==> config.mk <==
export PLATFORM = sky130hd
export DESIGN_NAME = dct8_chen_pipe
export DESIGN_NICKNAME = d
export VERILOG_FILES = /design/src/rtl/dct_pkg.sv /design/src/rtl/dct_round_sat.sv /design/src/rtl/dct8_chen_pipe.sv
export SDC_FILE = /design/constraint.sdc
export NUM_CORES = 2
export LEC_CHECK = 0
export BUFFER_PORTS_ARGS = -buffer_cell sky130_fd_sc_hd__buf_2
export CORE_MARGIN = 1
export CORE_UTILIZATION = 35
export DETAILED_ROUTE_END_ITERATION = 16
export PLACE_DENSITY = 0.52
export SLEW_MARGIN = 0
export SYNTH_ARGS = -nofsm -noshare
export SYNTH_HDL_FRONTEND = slang
export SYNTH_SLANG_ARGS = --single-unit
==> constraint.sdc <==
create_clock -name clk -period 12.4 [get_ports clk]
set_input_delay 2.48 -clock clk [delete_from_list [all_inputs] [get_ports clk]]
set_output_delay 2.48 -clock clk [all_outputs]
set_load 0.05 [all_outputs]
==> src/rtl/dct_pkg.sv <==
// Coefficient table and sizing helpers shared by the 8-point Chen DCT pipeline.
package dct_pkg;

   // 0.5*cos(k*pi/16) scaled by 2^16, k = 1..7
   localparam int DCT_K16 [1:7] = '{32139, 30274, 27245, 23170, 18205, 12540, 6393};

   function automatic int dct_coef(input int k, input int frac);
      int ofs;
      ofs = (frac >= 16) ? 0 : (1 << (15 - frac));
      return (DCT_K16[k] + ofs) >>> (16 - frac);
   endfunction

   function automatic int dct_acc_w(input int in_w, input int const_w);
      return in_w + const_w + 4;
   endfunction

endpackage

==> src/rtl/dct_round_sat.sv <==
// Round-half-up rescale of one DCT accumulator to the output width, clipping
// to the signed output range and flagging when a clip happened.
module dct_round_sat #(
   parameter int AW    = 36,
   parameter int FRAC  = 8,
   parameter int OUT_W = 16
) (
   input  logic signed [AW-1:0]    acc_i,
   output logic signed [OUT_W-1:0] data_o,
   output logic                    sat_o
);

   localparam logic signed [AW-1:0] HALF = AW'(1) <<< (FRAC - 1);
   localparam logic signed [AW-1:0] MAXV = (AW'(1) <<< (OUT_W - 1)) - AW'(1);
   localparam logic signed [AW-1:0] MINV = -(AW'(1) <<< (OUT_W - 1));

   logic signed [AW-1:0] r;

   always_comb begin
      r = (acc_i + HALF) >>> FRAC;
      if (r > MAXV) begin
         data_o = MAXV[OUT_W-1:0];
         sat_o  = 1'b1;
      end else if (r < MINV) begin
         data_o = MINV[OUT_W-1:0];
         sat_o  = 1'b1;
      end else begin
         data_o = r[OUT_W-1:0];
         sat_o  = 1'b0;
      end
   end

endmodule

==> src/rtl/dct8_chen_pipe.sv <==
// 8-point forward DCT-II, Chen factorisation: butterfly, multiply/sum and
// round/saturate register stages with a global valid/ready pipeline enable.
module dct8_chen_pipe
   import dct_pkg::*;
#(
   parameter int IN_W    = 16,
   parameter int CONST_W = 16,
   parameter int FRAC    = 8,
   parameter int OUT_W   = 16
) (
   input  logic                    clk,
   input  logic                    rst,
   input  logic                    in_valid,
   output logic                    in_ready,
   input  logic signed [IN_W-1:0]  in_data [0:7],
   output logic                    out_valid,
   input  logic                    out_ready,
   output logic signed [OUT_W-1:0] out_data [0:7],
   output logic [7:0]              out_sat
);

   localparam int AW = dct_acc_w(IN_W, CONST_W);
   localparam int SW = IN_W + 1;
   localparam int EW = IN_W + 2;

   if (FRAC < 1 || FRAC > 16 || CONST_W < FRAC + 1) begin : g_param_check
      $error("dct8_chen_pipe: requires 1 <= FRAC <= 16 and CONST_W >= FRAC+1");
   end

   // Coefficients are quantised to CONST_W first, then widened for the MACs
   localparam logic signed [AW-1:0] K1 = AW'(CONST_W'(dct_coef(1, FRAC)));
   localparam logic signed [AW-1:0] K2 = AW'(CONST_W'(dct_coef(2, FRAC)));
   localparam logic signed [AW-1:0] K3 = AW'(CONST_W'(dct_coef(3, FRAC)));
   localparam logic signed [AW-1:0] K4 = AW'(CONST_W'(dct_coef(4, FRAC)));
   localparam logic signed [AW-1:0] K5 = AW'(CONST_W'(dct_coef(5, FRAC)));
   localparam logic signed [AW-1:0] K6 = AW'(CONST_W'(dct_coef(6, FRAC)));
   localparam logic signed [AW-1:0] K7 = AW'(CONST_W'(dct_coef(7, FRAC)));

   logic                    en;
   logic                    v1_q, v2_q, v3_q;
   logic signed [SW-1:0]    s [4];
   logic signed [SW-1:0]    d_d [4], d_q [4];
   logic signed [EW-1:0]    e_d [4], e_q [4];
   logic signed [AW-1:0]    ew [4], dw [4];
   logic signed [AW-1:0]    acc_d [8], acc_q [8];
   logic signed [OUT_W-1:0] out_data_d [8], out_data_q [8];
   logic [7:0]              out_sat_d, out_sat_q;

   assign en        = !v3_q || out_ready;
   assign in_ready  = en;
   assign out_valid = v3_q;
   assign out_data  = out_data_q;
   assign out_sat   = out_sat_q;

   always_comb begin
      for (int n = 0; n < 4; n++) begin
         s[n]   = SW'(in_data[n]) + SW'(in_data[7-n]);
         d_d[n] = SW'(in_data[n]) - SW'(in_data[7-n]);
      end
      e_d[0] = EW'(s[0]) + EW'(s[3]);
      e_d[1] = EW'(s[1]) + EW'(s[2]);
      e_d[2] = EW'(s[0]) - EW'(s[3]);
      e_d[3] = EW'(s[1]) - EW'(s[2]);
   end

   always_comb begin
      for (int n = 0; n < 4; n++) begin
         ew[n] = AW'(e_q[n]);
         dw[n] = AW'(d_q[n]);
      end
      acc_d[0] = K4 * (ew[0] + ew[1]);
      acc_d[4] = K4 * (ew[0] - ew[1]);
      acc_d[2] = K2 * ew[2] + K6 * ew[3];
      acc_d[6] = K6 * ew[2] - K2 * ew[3];
      acc_d[1] = K1 * dw[0] + K3 * dw[1] + K5 * dw[2] + K7 * dw[3];
      acc_d[3] = K3 * dw[0] - K7 * dw[1] - K1 * dw[2] - K5 * dw[3];
      acc_d[5] = K5 * dw[0] - K1 * dw[1] + K7 * dw[2] + K3 * dw[3];
      acc_d[7] = K7 * dw[0] - K5 * dw[1] + K3 * dw[2] - K1 * dw[3];
   end

   for (genvar k = 0; k < 8; k++) begin : g_rs
      dct_round_sat #(
         .AW    (AW),
         .FRAC  (FRAC),
         .OUT_W (OUT_W)
      ) u_rs (
         .acc_i  (acc_q[k]),
         .data_o (out_data_d[k]),
         .sat_o  (out_sat_d[k])
      );
   end

   // One enable for every stage: a stalled output freezes the whole pipe, bubbles included
   always_ff @(posedge clk) begin
      if (rst) begin
         v1_q       <= 1'b0;
         v2_q       <= 1'b0;
         v3_q       <= 1'b0;
         d_q        <= '{default: '0};
         e_q        <= '{default: '0};
         acc_q      <= '{default: '0};
         out_data_q <= '{default: '0};
         out_sat_q  <= '0;
      end else if (en) begin
         v1_q       <= in_valid;
         v2_q       <= v1_q;
         v3_q       <= v2_q;
         d_q        <= d_d;
         e_q        <= e_d;
         acc_q      <= acc_d;
         out_data_q <= out_data_d;
         out_sat_q  <= out_sat_d;
      end
   end

endmodule

==> metrics.cfg <==
[clock_network]
clk_latency_ns=0.72
cts-resized-gates=0
cts_root_buf=clkbuf_16
clk_pin_slew_ns=0.06
cts_tree=built
h-tree-depth=3
cts_setup_buffers=0
numClockSinks=441
cts_buffer_depth=3
cts_buffers=66
cts_hold_buf=0

[drt]
route.detailed.drc=0
drt_first_iter_violations=4432
vias_per_cell=5.084
drt_pass1_iterations=5
routed_wl_mm=302.3
num_vias=66770
antenna_left=0
wl_per_cell_um=23.02

[min_path]
worst_hold_path_type=flip-flop to flip-flop

[floorplan]
rows=180
die_x_um=494.2
io_pins=270
fp.dieH_um=494.2
core-area_um2=240800
die-area_um2=244200
start_util=0.3522

[grt]
gr-usage-all-layers=0.2501
antenna_found_initial=13
grt_pass1_vias=67860
grt_pass1_wl_mm=450.6
overflow=0
grt_max_degree=124

[worst_setup_path]
cp_common_cell=fa_1
crit_slowest_cell=dfxtp_1
crit_type=flip-flop to flip-flop
max_stage_delay_ns=0.74
worstPathBufferInverterCount=6
cp-start-kind=flip-flop
required_ns=12.94
critPathMaxFanout=8
cp_data_arrival_time_ns=10.98
cp-end-kind=flip-flop
crit_family=adder cells

[finish]
areaGrowthSynthToFinish_pct=8.862
nets=12650
final_layout_size_suffix_gt1_frac=0.05696

[timing]
maxSlewViolCount=0
slew_headroom=0.1780
final.setup.tns_ns=0
skew_ns=0.04765
hold_violations=0
period_share=0.8424
timing.final.ws_setup_ns=1.955
setup_viol=0
fmax_mhz=95.74
worstMarginPinSlew_ns=1.225
finalCriticalPeriod_ns=10.45
grt_setup_unrepaired=no

[logic_synthesis]
synth_cells=9667
yosysTopAreaCell=fa_1
yosys-top-cells-count=inv_1 (2,138), ha_1 (1,456), fa_1 (1,167)
yosys_warnings=0
synth.avg_cell_area_um2=8.772
synth_flop_cell=dfxtp_1
synth_fp_nets=12420
synthTopCellsByArea=fa_1 (28%), ha_1 (21%), dfxtp_1 (10%)
async_flop_share=0
synth-seq-cells=441
synth_area_um2=84800
ys_types=104
synth-edff-count=0
synth_top_area_frac=0.2755
synth_most_common_cell=inv_1
ys_seq_area_frac=0.1041

[placed_design]
dp_hpwl_mm=255.2
gp_congestion=0.9676
portBuffers=269
post-place-ws_ns=2.009

[job]
drv_cap=0

[status]
status=finished clean

## registers in the layout, summed over array words and instances, names as in the netlist
name	flops
acc_q	164
out_data	128
e_q	70
d_q	68
out_sat	8
out_valid	1
v1_q	1
v2_q	1
## placed cells by master, fill, tap and decap left out, types with 13 or more instances in the layout
| master | synthesis | layout |
|---|---|---|
| ha_1 | 1456 | 1456 |
| buf_4 | 1 | 85 |
| buf_2 | 7 | 268 |
| and2_1 | 42 | 42 |
| inv_1 | 2138 | 2135 |
| a31oi_1 | 46 | 45 |
| nand2_1 | 647 | 646 |
| a21oi_1 | 637 | 637 |
| and3_1 | 76 | 76 |
| mux2i_1 | 28 | 28 |
| o21bai_1 | 70 | 70 |
| nor3_1 | 130 | 130 |
| a22oi_1 | 14 | 14 |
| nor2b_1 | 76 | 75 |
| or2_2 | 26 | 26 |
| nand2b_1 | 52 | 52 |
| a21boi_0 | 21 | 21 |
| clkbuf_16 | 0 | 69 |
| o21ai_1 | 31 | 31 |
| a21o_1 | 120 | 120 |
| a211oi_1 | 94 | 93 |
| o21ai_0 | 363 | 363 |
| o211a_1 | 19 | 19 |
| nand4_1 | 39 | 39 |
| nor2_1 | 434 | 432 |
| fa_1 | 1167 | 1167 |
| o211ai_1 | 19 | 19 |
| and4_1 | 15 | 15 |
| a211o_1 | 13 | 13 |
| o22ai_1 | 23 | 23 |
| or3_1 | 62 | 62 |
| dfxtp_1 | 441 | 437 |
| xor2_1 | 221 | 221 |
| o31ai_1 | 31 | 31 |
| nor4_1 | 14 | 14 |
| nand3_1 | 153 | 153 |
| xnor2_1 | 462 | 462 |
| o21a_1 | 50 | 50 |
## final timing paths
kind	startpoint	to	slack [ns]	cells after the start
min reg2reg	out_data[95]	out_data[95]	0.45	2
max	d_q[55]	acc_q[250]	1.95	33
max reg2reg	d_q[55]	acc_q[250]	1.95	33
min	out_data[95]	out_data[95]	0.45	2
## cell families after synthesis
family	count (synthesis)	synth area share
AO/OA/AOI/OAI	1722	0.1268
XOR/XNOR	683	0.07055
adder cells (fa/ha/maj)	2623	0.4904
buffers and inverters	2339	0.1037
flip-flops	441	0.1041
multiplexers	33	0.003969
AND/OR/NAND/NOR	1826	0.1005
## worst reg2reg max path: cells and delay by family, from the launching register on
family,cells,cell delay (ns)
simple gates,2,0.50
xor+xnor,2,0.37
flops,1,0.74
fa+ha+maj,12,5.75
buf+inv,6,0.72
compound gates,11,2.22
## metal layers
metal	up-vias	GRT usage	routed length, µm
li1	31580	-	-
met1	33260	0.3483	139800
met2	1628	0.3968	134300
met3	292	0.03065	15800
met4	6	0.08912	12350
met5	-	0	33
## area by class of cell
type                       instances  area, µm²
multi-input combinational       6887      67230
fill                           24630     148400
clock buffer                      83       1819
sequential                       441       8833
antenna                           11      27.53
clock inverter                    30      336.6
timing repair buffer             356       2034
tap                             3185       3985
inverter                        2140       8043
## metrics by stage
step	util	hold WS (ns)	cells	area [µm²]
4_1_cts	0.3833	0.4518	13120	92280
6_report	0.3834	0.4514	13130	92310
5_1_grt	0.3833	0.4705	13130	92290
3_3_place_gp	0.3743	0.4397	13010	90130
2_1_floorplan	-	0.4250	9667	84800
3_5_place_dp	0.3743	0.4459	13010	90130
Power is left out: the tool's default activity adds up to more than one toggle a clock period on the data nets, which glitch-free logic cannot reach.
